## config.mk

```make
export PLATFORM = sky130hd
export DESIGN_NAME = stopwatch_core
export DESIGN_NICKNAME = d
export VERILOG_FILES = /design/src/rtl/stopwatch_core.sv
export SDC_FILE = /design/constraint.sdc
export NUM_CORES = 1
export LEC_CHECK = 0
export ABC_CLOCK_PERIOD_IN_PS = 2500
export CAP_MARGIN = 15
export CORE_MARGIN = 5
export CORE_UTILIZATION = 46
export DETAILED_ROUTE_END_ITERATION = 10
export PLACE_DENSITY = 0.82
export REMOVE_ABC_BUFFERS = 1
export SLEW_MARGIN = 10
export SYNTH_ARGS = -nofsm -noshare
export SYNTH_HDL_FRONTEND = slang
export SYNTH_SLANG_ARGS = --single-unit
```

## constraint.sdc

```tcl
create_clock -name clk -period 2.5 [get_ports clk]
set_input_delay 0.5 -clock clk [delete_from_list [all_inputs] [get_ports clk]]
set_output_delay 0.5 -clock clk [all_outputs]
set_load 0.005 [all_outputs]
```

## src/rtl/stopwatch_core.sv

```systemverilog
// MM:SS BCD stopwatch with pause toggle, clear, per-digit adjust and wrap/saturate overflow.
// Optional lap-capture register enabled by defining STOPWATCH_LAP_EN.
module stopwatch_core #(
  parameter int unsigned MIN_TENS_MAX  = 9,
  parameter int unsigned WRAP          = 1,
  parameter int unsigned START_RUNNING = 0
) (
  input  logic       clk,
  input  logic       rst_n,
  input  logic       tick,
  input  logic       adj_tick,
  input  logic       btn_pause,
  input  logic       btn_reset,
  input  logic       btn_lap,
  input  logic       adj,
  input  logic [1:0] sel,
  input  logic [3:0] num,
  output logic [3:0] min_l,
  output logic [3:0] min_r,
  output logic [3:0] sec_l,
  output logic [3:0] sec_r,
  output logic       running,
  output logic       overflow,
  output logic       lap_valid,
  output logic [3:0] lap_min_l,
  output logic [3:0] lap_min_r,
  output logic [3:0] lap_sec_l,
  output logic [3:0] lap_sec_r
);

  typedef enum logic {
    ST_PAUSE = 1'b0,
    ST_RUN   = 1'b1
  } run_state_t;

  localparam logic [3:0] MIN_L_MAX   = 4'(MIN_TENS_MAX);
  localparam run_state_t RESET_STATE = (START_RUNNING != 0) ? ST_RUN : ST_PAUSE;

  run_state_t state_q, state_d;
  logic [3:0] sec_r_q, sec_r_d;
  logic [3:0] sec_l_q, sec_l_d;
  logic [3:0] min_r_q, min_r_d;
  logic [3:0] min_l_q, min_l_d;
  logic       overflow_q, overflow_d;

  logic [3:0] clamp_max;
  logic [3:0] num_clamped;
  logic       at_max;
  logic       do_load;
  logic       do_count;

  always_comb begin
    state_d    = state_q;
    sec_r_d    = sec_r_q;
    sec_l_d    = sec_l_q;
    min_r_d    = min_r_q;
    min_l_d    = min_l_q;
    overflow_d = (WRAP != 0) ? 1'b0 : overflow_q;

    case (sel)
      2'd0:    clamp_max = 4'd9;
      2'd1:    clamp_max = 4'd5;
      2'd2:    clamp_max = 4'd9;
      default: clamp_max = MIN_L_MAX;
    endcase
    num_clamped = (num > clamp_max) ? clamp_max : num;

    at_max   = (sec_r_q == 4'd9) && (sec_l_q == 4'd5) &&
               (min_r_q == 4'd9) && (min_l_q == MIN_L_MAX);
    do_load  = adj && adj_tick;
    // Tick uses the pre-toggle run state; a saturated counter ignores ticks.
    do_count = !adj && tick && (state_q == ST_RUN) &&
               !((WRAP == 0) && overflow_q);

    if (!adj && btn_pause)
      state_d = (state_q == ST_RUN) ? ST_PAUSE : ST_RUN;

    if (btn_reset) begin
      sec_r_d    = '0;
      sec_l_d    = '0;
      min_r_d    = '0;
      min_l_d    = '0;
      overflow_d = 1'b0;
    end else if (do_load) begin
      case (sel)
        2'd0:    sec_r_d = num_clamped;
        2'd1:    sec_l_d = num_clamped;
        2'd2:    min_r_d = num_clamped;
        default: min_l_d = num_clamped;
      endcase
    end else if (do_count) begin
      if (at_max) begin
        overflow_d = 1'b1;
        if (WRAP != 0) begin
          sec_r_d = '0;
          sec_l_d = '0;
          min_r_d = '0;
          min_l_d = '0;
        end
      end else if (sec_r_q != 4'd9) begin
        sec_r_d = sec_r_q + 4'd1;
      end else begin
        sec_r_d = '0;
        if (sec_l_q != 4'd5) begin
          sec_l_d = sec_l_q + 4'd1;
        end else begin
          sec_l_d = '0;
          if (min_r_q != 4'd9) begin
            min_r_d = min_r_q + 4'd1;
          end else begin
            min_r_d = '0;
            min_l_d = min_l_q + 4'd1;
          end
        end
      end
    end
  end

  always_ff @(posedge clk or negedge rst_n) begin
    if (!rst_n) begin
      state_q    <= RESET_STATE;
      sec_r_q    <= '0;
      sec_l_q    <= '0;
      min_r_q    <= '0;
      min_l_q    <= '0;
      overflow_q <= 1'b0;
    end else begin
      state_q    <= state_d;
      sec_r_q    <= sec_r_d;
      sec_l_q    <= sec_l_d;
      min_r_q    <= min_r_d;
      min_l_q    <= min_l_d;
      overflow_q <= overflow_d;
    end
  end

  assign sec_r    = sec_r_q;
  assign sec_l    = sec_l_q;
  assign min_r    = min_r_q;
  assign min_l    = min_l_q;
  assign running  = (state_q == ST_RUN);
  assign overflow = overflow_q;

`ifdef STOPWATCH_LAP_EN
  logic       lap_valid_q, lap_valid_d;
  logic [3:0] lap_sec_r_q, lap_sec_r_d;
  logic [3:0] lap_sec_l_q, lap_sec_l_d;
  logic [3:0] lap_min_r_q, lap_min_r_d;
  logic [3:0] lap_min_l_q, lap_min_l_d;

  // Capture samples the current registers, i.e. the pre-increment time.
  always_comb begin
    lap_valid_d = lap_valid_q;
    lap_sec_r_d = lap_sec_r_q;
    lap_sec_l_d = lap_sec_l_q;
    lap_min_r_d = lap_min_r_q;
    lap_min_l_d = lap_min_l_q;
    if (btn_lap) begin
      if (!lap_valid_q) begin
        lap_valid_d = 1'b1;
        lap_sec_r_d = sec_r_q;
        lap_sec_l_d = sec_l_q;
        lap_min_r_d = min_r_q;
        lap_min_l_d = min_l_q;
      end else begin
        lap_valid_d = 1'b0;
        lap_sec_r_d = '0;
        lap_sec_l_d = '0;
        lap_min_r_d = '0;
        lap_min_l_d = '0;
      end
    end
  end

  always_ff @(posedge clk or negedge rst_n) begin
    if (!rst_n) begin
      lap_valid_q <= 1'b0;
      lap_sec_r_q <= '0;
      lap_sec_l_q <= '0;
      lap_min_r_q <= '0;
      lap_min_l_q <= '0;
    end else begin
      lap_valid_q <= lap_valid_d;
      lap_sec_r_q <= lap_sec_r_d;
      lap_sec_l_q <= lap_sec_l_d;
      lap_min_r_q <= lap_min_r_d;
      lap_min_l_q <= lap_min_l_d;
    end
  end

  assign lap_valid = lap_valid_q;
  assign lap_sec_r = lap_sec_r_q;
  assign lap_sec_l = lap_sec_l_q;
  assign lap_min_r = lap_min_r_q;
  assign lap_min_l = lap_min_l_q;
`else
  logic unused_btn_lap;
  assign unused_btn_lap = btn_lap;
  assign lap_valid      = 1'b0;
  assign lap_sec_r      = '0;
  assign lap_sec_l      = '0;
  assign lap_min_r      = '0;
  assign lap_min_l      = '0;
`endif

endmodule

```

==> summary.md, run 1 <==
| Metric | Value |
|---|---|
| Post CTS Setup Buffer Count | 0 |
| Pwr dens | 481.1 mW/mm2 |
| CTS buffer count | 3 |
| Post-synth cell types | 40 |
| Final net count | roughly 250 |
| Final worst slack | between 0.09 and 0.1 ns |
| Seq pwr share | 0.427 |
| Worst Path Arrival | around 2.6 ns |
| Critical path startpoint category | input port |
| Clock power share | 0.161 |
| Layout cells sized above 1 | 0.1448 |
| LEAKAGE | between 0.8 and 0.9 nW |
| Setup Slack @ Placement | -0.4487 ns |
| Worst-Skew Late Latency | 0.30 ns |
| Yosys warning count | 0 |
| Hold-fix buffers, CTS | 0 |
| P&R area growth vs syn | 34.36% |
| Std cell rows | 20 |
| Via density | 5.321 |
| Cells after Synth | 173 |
| All-Layer GR Usage | 0.1706 |
| RSZ-0062 raised after global routing | false |
| WL/cell | between 10 and 15 um |
| Post-DP Area | 0.001878 mm2 |
| Placer Congestion | 0.8755 |
| Count of input and output buffers | 30 |
| Mapped cell area | 0.001456 mm2 |
| Net Sw Frac | 0.3452 |
| Ys async rst share | 1.000 |
| Fin. max-slew vios | 0 |
| CP Capture Type | flop |
| Final wirelength | between 3000 and 4000 um |
| Most frequent cells in the layout | clkdlybuf4s50_1, buf_4, dfrtp_1, conb_1, nor2_1 |
| Synth Flop Type | dfrtp_1 |
| Peak VDD IR | roughly 0.00033 V |
| # setup viols final | 0 |
| Util after Layout | 0.6410 |
| Hold Vio Cnt, Final | 0 |
| Total number of vias | about 1400 |
| Status | complete, no violations |
| FMAX | between 400 and 500 MHz |
| Hold Path Class | in -> async |
| First-pass GRT wire length | about 5800 um |
| Post-DRT Antenna Nets | 0 |
| Shortest period the worst path allows | 2.408 ns |
| Crit path kind | in -> reg |
| Sequential fraction of the synthesis area | 0.3093 |
| Core ar. | slightly above 0.003 mm2 |
| Commonest non-fill, non-tap cell in the layout | clkdlybuf4s50_1 |
| Initial core utilization | 0.4770 |
| Clock Sinks | 18 |
| Area of the multi-input gates | 925.9 um2 |
| First-pass iteration count of the detailed router | 4 |
| Dpl hpwl | ~2800 um |
| DR iter-0 viols | 80 |
| Internal power consumption | slightly above 0.0006 W |
| Clock buffer depth | 2 |
| Maxcap violations | 0 |
| #FFs+latches synth | 18 |
| Critical Path RT | around 2.7 ns |
| Switch Pwr | 0.0003249 W |
| Syn_area_per_cell | 8.418 um2 |
| Congestion Overflow GR | 0 |
| Die W | roughly 66 um |
| CP max FO | 6 |
| Initial antenna violation count | 0 |
| Chip height | 66.27 um |
| CTS clock-pin slew for the worst setup and hold paths | approximately 0.10 ns |
| Post-synth EDFFs | 0 |
| Filler cells | about 260 |
| I/O pins | approximately 50 |
| Clk root buf | clkbuf_4 |
| Period utilisation layout | 0.9632 |
| FF/Latch Area | between 400 and 500 um2 |
| Full die area | roughly 0.0044 mm2 |
| Combinational share of power | 0.413 |
| CTS HTree Levels | 1 |
| DRC violations left | 0 |
| Number of global-route vias before repair | around 1300 |
| Largest net degree at the start of global routing | 19 |
| Clock Skews | between 0.0008 and 0.0009 ns |
| WHS | between 0.5 and 0.6 ns |
| CTS tree | yes |
| Cell area after layout | around 0.002 mm2 |
| Diode count | 0 |
synthesized netlist by cell type, types with 3 or more instances:
cell type	count	area [um2]
nand3_1	4	20.02
clkbuf_1	3	11.26
inv_1	13	48.80
buf_4	17	127.6
nor4_1	5	31.28
o21ai_0	8	40.04
nand3b_1	5	37.54
a31oi_1	5	31.28
o31a_1	4	35.03
dfrtp_1	18	450.4
nor3b_1	3	22.52
a21oi_1	10	50.05
nor3_1	3	15.01
ha_1	10	125.1
nor2_1	16	60.06
nand2_1	14	52.55
o31ai_1	8	60.06
power groups by stage:
stage	registers [W]	logic (W)	clock network (W)
2_1_floorplan	0.000400	0.000181	0
3_3_place_gp	0.000406	0.000368	0
3_5_place_dp	0.000408	0.000375	0
4_1_cts	0.000402	0.000384	0.000154
5_1_grt	0.000415	0.000432	0.000164
6_report	0.000402	0.000389	0.000151
final cells by class:
class | instances | share of cell area
well taps | 44 | 0.02813
multi-input cells | 137 | 0.4731
clock buffers | 3 | 0.01151
repair buffers | 50 | 0.2321
inverters | 13 | 0.02494
flip-flops and latches | 18 | 0.2302
worst paths after layout:
| kind | slack [ns] | cells after the start | start | endpoint |
|---|---|---|---|---|
| worst max register to register | 0.60 | 7 | sec_r[1] | min_r[2] |
| min in group clk | 0.53 | 1 | running | running |
| worst min-delay path | 0.53 | 2 | rst_n | sec_l[1] |
| worst min register to register | 0.53 | 1 | running | running |
| max in group asynchronous | 1.78 | 2 | rst_n | running |
| worst max-delay path | 0.09 | 7 | num[2] | sec_l[2] |
routing by layer:
layer	part of all wire	wire length [um]	global-route usage	vias up
li1	-	-	-	692
met1	0.42	1511	0.2328	642
met2	0.46	1659	0.2701	68
met3	0.093	333	0.02551	8
met4	0.018	65	0.06345	0
met5	0	0	0	-
per-stage QoR:
stage                     instances  TNS, ns  power [W]
after floorplan                 168        0  0.0005816
after CTS                       265        0  0.0009399
after global placement          262   -4.273  0.0007735
after global routing            265        0   0.001012
final                           265        0  0.0009414
after detailed placement        262   -4.876  0.0007832
critical path: stages:
cell and delay (ns):
clkdlybuf4s50_1 0.53, ha_4 0.23, and4b_4 0.21, or3_4 0.35, a211oi_4 0.36, nor2_1 0.10
a221o_1 0.33
timing repair:
| action | 4_1_cts | 5_1_grt |
|---|---|---|
| gates resized for setup | 6 | 4 |
| pin swaps | 3 | 3 |
| endpoints found under the setup margin | 9 | 5 |
kinds of logic after synthesis:
kind of cell	synth area share
other	0.002575
DFF	0.3093
xor gates and xnor gates	0.01804
buffers and inverters	0.1323
AOI/OAI and AO/OA	0.2217
and+or+nand+nor	0.2165
adders and majority gates	0.08591
muxes	0.01375
sequential cells by signal, indices dropped and copies added (netlist names):
register and flops:
min_l 4, min_r 4, overflow 1, running 1, sec_l 4, sec_r 4
(Power assumes the default switching activity.)
==> run 2, diff against run 1 <==
- CORE_UTILIZATION: 46 -> 47
- CTS_BUF_LIST: unset -> sky130_fd_sc_hd__clkbuf_8
- CTS_CLUSTER_DIAMETER: unset -> 100
- PLACE_DENSITY: 0.82 -> 0.83
- TNS_END_PERCENT: unset -> 20
==> run 2 against run 1 <==
Effect of this change: combinational power shrank 2%; final area shrank 0.32%; worst hold slack lost 0.028 ns; sequential share of layout area grew 0.074 points; maximum frequency up 4.7%; clock skew rose by 0.0068 ns; sequential power hardly changed; non-clock buffer count decreased by 1; flip-flop and latch count is the same; highest routed layer unchanged.
==> summary.md, run 2 (same netlist as run 1, synthesis figures left out) <==
| Metric | Value |
|---|---|
| Core ar. | approximately 0.003 mm2 |
| CP max FO | 6 |
| RSZ-0062 raised after global routing | false |
| Maxcap violations | 0 |
| Crit path buf inv count | 2 |
| Clock Skews | approximately 0.0077 ns |
| CP Capture Type | flop |
| Clock buffer depth | 2 |
| Most frequent cells in the layout | clkdlybuf4s50_1, buf_4, dfrtp_1, conb_1, nor2_1 |
| Critical path startpoint category | input port |
| Pwr dens | around 530 mW/mm2 |
| Hold Vio Cnt, Final | 0 |
| Min-Delay Endpoint | running |
| Peak VDD IR | approximately 0.0003 V |
| Worst-case reg-to-reg path depth | 8 |
| Crit-path cells | dlygate4sd2_1 > nand2b_4 > inv_2 > ha_4 > and4b_4 > or3_4 > a211oi_4 > nor2_1 > a221o_1 |
| Dpl hpwl | between 2000 and 3000 um |
| Status | complete, no violations |
| Hold-fix buffers, CTS | 0 |
| Flop2flop setup slack | a little over 0.6 ns |
| I/O pins | between 40 and 50 |
| DR iter-0 viols | 90 |
| LEAKAGE | ~0.87 nW |
| Congestion Overflow GR | 0 |
| Net Sw Frac | 0.3216 |
| Shortest period the worst path allows | 2.299 ns |
| Combinational share of power | 0.374 |
| Diode count | 0 |
| Clk root buf | clkbuf_8 |
| Filler cells | ~260 |
| Period utilisation layout | 0.9195 |
| Internal power consumption | between 0.0006 and 0.0007 W |
| DRC violations left | 0 |
| Chip height | 65.67 um |
| Seq pwr share | 0.392 |
| Count of input and output buffers | 30 |
| CTS HTree Levels | 1 |
| CTS clock-pin slew for the worst setup and hold paths | ~0.070 ns |
| Hold Path Class | reg -> reg |
| CTS buffer count | 3 |
| Placed cell count | 250 |
| CP peak stage delay | about 0.34 ns |
| Worst Path Arrival | about 2.4 ns |
| Switch Pwr | ~0.00033 W |
| Min-delay src | running |
| Layout Cells excl Fill | roughly 250 |
| Fin. max-slew vios | 0 |
| Initial antenna violation count | 0 |
| Top Family by Delay on Critical Path | simple AND/OR/NAND/NOR gates |
| Clock Sinks | 18 |
| CP max-delay cell | or3_4 |
| Commonest non-fill, non-tap cell in the layout | clkdlybuf4s50_1 |
| # setup viols final | 0 |
| P&R area growth vs syn | 33.93% |
| First-pass iteration count of the detailed router | 4 |
| Full die area | 0.004312 mm2 |
| Final wirelength | between 3000 and 4000 um |
| WP depth | 9 |
| Largest net degree at the start of global routing | 19 |
| CTS tree | yes |
| Initial core utilization | 0.4850 |
| Crit path kind | in -> reg |
| First-pass GRT wire length | 5927 um |
| Worst-Skew Late Latency | 0.26 ns |
| Final net count | between 200 and 250 |
| All-Layer GR Usage | 0.1756 |
| Die W | 65.67 um |
| Placer Congestion | slightly below 0.9 |
| Total number of vias | 1400 |
| Layout cells sized above 1 | 0.1448 |
| WL/cell | about 14 um |
| Clock power share | 0.235 |
| Number of global-route vias before repair | between 1000 and 1500 |
| WHS Path Cells | 1 |
| Post-DRT Antenna Nets | 0 |
| Power Total | about 0.0010 W |
| RR Endpoint | min_l[2] |
| Reg-to-reg startpoint | sec_r[1] |
| Critical Path RT | about 2.7 ns |
| FMAX | 435.0 MHz |
| Std cell rows | 20 |
| Via density | 5.512 |
==> run 2: cell types whose count changed in the layout (fill, tap and decap cells not counted), sizes merged <==
cell / change
clkdlybuf4s50: -1
buf: -1
clkbuf: +1
dlygate4sd2: +1
==> run 2: final cells by class <==
class,count,area [um2],area share
Timing Repair Buffer,49,445.4,0.2284
Inverter,13,48.80,0.02502
Tap cell,33,41.29,0.02117
Multi-Input combinational cell,137,909.6,0.4663
Clock buffer,4,55.05,0.02822
Sequential cell,18,450.4,0.2309
==> run 2: timing repair <==
| action | 4_1_cts | 5_1_grt |
|---|---|---|
| buffers inserted | 0 | 0 |
| gates resized for setup | 6 | 3 |
| setup endpoints to repair | 9 | 1 |
| pin swaps | 3 | 0 |
==> run 2: metal layers <==
layer / share of wire / wire length (um) / vias up / global-route usage
met5: 0 / 0 / - / 0
met4: 0.020 / 74 / 0 / 0.05181
met3: 0.076 / 275 / 8 / 0.02393
met2: 0.47 / 1701 / 58 / 0.2816
met1: 0.44 / 1588 / 649 / 0.2439
li1: - / - / 685 / -
==> run 2: power by group through the flow <==
| stage | registers [W] | clock network, W | logic [W] |
|---|---|---|---|
| 6_report | 0.000402 | 0.000241 | 0.000383 |
| 5_1_grt | 0.000415 | 0.000261 | 0.000422 |
| 4_1_cts | 0.000403 | 0.000246 | 0.000383 |
| 3_5_place_dp | 0.000408 | 0 | 0.000376 |
| 3_3_place_gp | 0.000407 | 0 | 0.000364 |
| 2_1_floorplan | 0.000400 | 0 | 0.000181 |
==> run 2: worst max path at each step <==
stage / startpoint / endpoint / slack (ns)
after floorplan: sel[1] / sec_l[2] / 0.19
after global placement: sel[1] / sec_l[2] / -0.36
after detailed placement: sel[1] / min_r[2] / -0.41
after CTS: num[2] / min_r[2] / 0.09
after global routing: sel[1] / sec_r[2] / 0.10
final: sel[1] / sec_l[2] / 0.20
==> run 2: metrics by stage <==
stage	util	worst slack [ns]	setup TNS (ns)	hold WS, ns	cell area, um2
finish	0.6496	0.2012	0	0.4991	1951
detailed placement	0.6183	-0.4099	-4.047	0.4893	1857
global route	0.6496	0.1032	0	0.5264	1951
CTS	0.6458	0.09337	0	0.5063	1939
global placement	0.6183	-0.3594	-3.457	0.4978	1857
floorplan	-	0.1882	0	0.2044	1373
==> run 3, diff against run 2 <==
- ABC_CLOCK_PERIOD_IN_PS: 2500 -> 2800
- CORE_UTILIZATION: 47 -> 51
- PLACE_DENSITY: 0.83 -> 0.89
- clock period: 2.5 -> 2.8 ns (I/O delays scaled with it)
==> run 3 against run 2 <==
Effect of this change: wire length is 1.2% higher; final area is 5.0% lower; worst hold slack better by 0.014 ns.
==> summary.md, run 3 (same netlist as run 1, synthesis figures left out) <==
| Metric | Value |
|---|---|
| Seq pwr share | 0.396 |
| Crit path kind | in -> reg |
| DRC violations left | 0 |
| Count of input and output buffers | 30 |
| Period utilisation layout | 0.9673 |
| Initial core utilization | 0.5281 |
| Clk root buf | clkbuf_8 |
| Power Total | 0.0009093 W |
| I/O pins | 49 |
| Largest net degree at the start of global routing | 19 |
| Worst Path Arrival | between 2 and 3 ns |
| LEAKAGE | roughly 0.8 nW |
| Pwr dens | around 500 mW/mm2 |
| Core ar. | roughly 0.0028 mm2 |
| Clock buffer depth | 2 |
| CTS HTree Levels | 1 |
| Layout Cells excl Fill | between 200 and 250 |
| CP max FO | 6 |
| Most frequent cells in the layout | clkdlybuf4s50_1, dfrtp_1, conb_1, nor2_1, nand2_1 |
| DR top layer | met4 |
| DR iter-0 viols | 69 |
| Initial antenna violation count | 0 |
| Clock Skews | around 0.0030 ns |
| Worst Tran Pin Value | 0.8927 ns |
| Fin. max-slew vios | 0 |
| All-Layer GR Usage | 0.1845 |
| Placed cell count | 239 |
| Met1 wire length | about 1500 um |
| Setup Slack @ Placement | -0.3074 ns |
| Total number of vias | 1427 |
| CP Capture Type | flop |
| Congestion Overflow GR | 0 |
| # setup viols final | 0 |
| Hold Vio Cnt, Final | 0 |
| Final net count | between 200 and 250 |
| Die W | ~63 um |
| Commonest non-fill, non-tap cell in the layout | clkdlybuf4s50_1 |
| First-pass iteration count of the detailed router | 4 |
| Shortest period the worst path allows | 2.709 ns |
| Layout cells sized above 1 | 0.09434 |
| Post-DRT Antenna Nets | 0 |
| First-pass GRT wire length | approximately 6000 um |
| Critical Path RT | 2.95 ns |
| Final worst slack | a little over 0.09 ns |
| Diode count | 0 |
| Chip height | approximately 63 um |
| Clock power share | 0.245 |
| Full die area | a little over 0.004 mm2 |
| Dpl hpwl | about 2800 um |
| Net Sw Frac | 0.3286 |
| CTS tree | yes |
| CTS clock-pin slew for the worst setup and hold paths | about 0.070 ns |
| Worst-Skew Late Latency | between 0.2 and 0.3 ns |
| Via density | around 5.9 |
| Combinational share of power | 0.359 |
| Internal power consumption | approximately 0.00061 W |
| Met2 wire length | around 1800 um |
| RSZ-0062 raised after global routing | true |
| Final wirelength | ~3700 um |
| P&R area growth vs syn | 27.23% |
| Switch Pwr | ~0.00030 W |
| Maxcap violations | 0 |
| Status | complete, no violations |
| Std cell rows | 19 |
| WHS | between 0.5 and 0.6 ns |
| Met3 Routed Length | 360 um |
| Hold Path Class | reg -> reg |
| CTS buffer count | 3 |
| Placer Congestion | about 0.86 |
| Critical path startpoint category | input port |
| Clock Sinks | 18 |
| Peak VDD IR | about 0.00035 V |
| Number of global-route vias before repair | around 1300 |
| FMAX | approximately 370 MHz |
| Worst rel slew slack | 0.3994 |
| WL/cell | about 15 um |
## run 3: worst paths after layout
| path | startpoint | endpoint | slack, ns | cells after the start |
|---|---|---|---|---|
| min in group asynchronous | rst_n | sec_l[1] | 0.77 | 1 |
| min reg2reg | running | running | 0.51 | 1 |
| max in group asynchronous | rst_n | sec_r[1] | 1.51 | 1 |
| max | sel[0] | min_r[2] | 0.09 | 8 |
| max reg2reg | sec_r[1] | min_l[2] | 0.59 | 7 |
| min | running | running | 0.51 | 1 |
## run 3: critical path, cell delays in order
cell,delay [ns]
clkdlybuf4s50_1,0.56
nand2b_4,0.08
ha_1,0.30
and4b_4,0.22
or3_4,0.38
a211oi_4,0.34
nor2_1,0.11
a221o_1,0.30
## run 3: power by group through the flow
| stage | clock network (W) | logic, W | registers [W] |
|---|---|---|---|
| 2_1_floorplan | 0 | 0.000162 | 0.000357 |
| 3_3_place_gp | 0 | 0.000313 | 0.000361 |
| 3_5_place_dp | 0 | 0.000322 | 0.000364 |
| 4_1_cts | 0.000224 | 0.000325 | 0.000360 |
| 5_1_grt | 0.000238 | 0.000362 | 0.000370 |
| 6_report | 0.000223 | 0.000326 | 0.000360 |
## run 3: area by class of cell
| type | count | area [um2] |
|---|---|---|
| inverter | 13 | 48.80 |
| clock buffer | 4 | 55.05 |
| multi-input combinational | 137 | 884.6 |
| tap | 31 | 38.79 |
| sequential | 18 | 450.4 |
| fill | 233 | 904.6 |
| timing repair buffer | 40 | 375.4 |
## run 3: what timing repair did
action	4_1_cts	5_1_grt
gates resized for setup	1	1
hold buffers	0	0
setup buffers	0	0
pin swaps	0	1
setup endpoints to repair	1	5
## run 3: metal layers
metal,vias to the layer above,GRT usage
met5,-,0
met4,0,0.08312
met3,6,0.03908
met2,76,0.2944
met1,678,0.2370
li1,667,-
## run 3: through the flow
step	utilization	area (um2)	setup TNS (ns)
2_1_floorplan	-	1373	0
3_3_place_gp	0.6479	1787	-0.6697
3_5_place_dp	0.6479	1787	-1.367
4_1_cts	0.6701	1848	0
5_1_grt	0.6720	1853	-0.03467
6_report	0.6720	1853	0
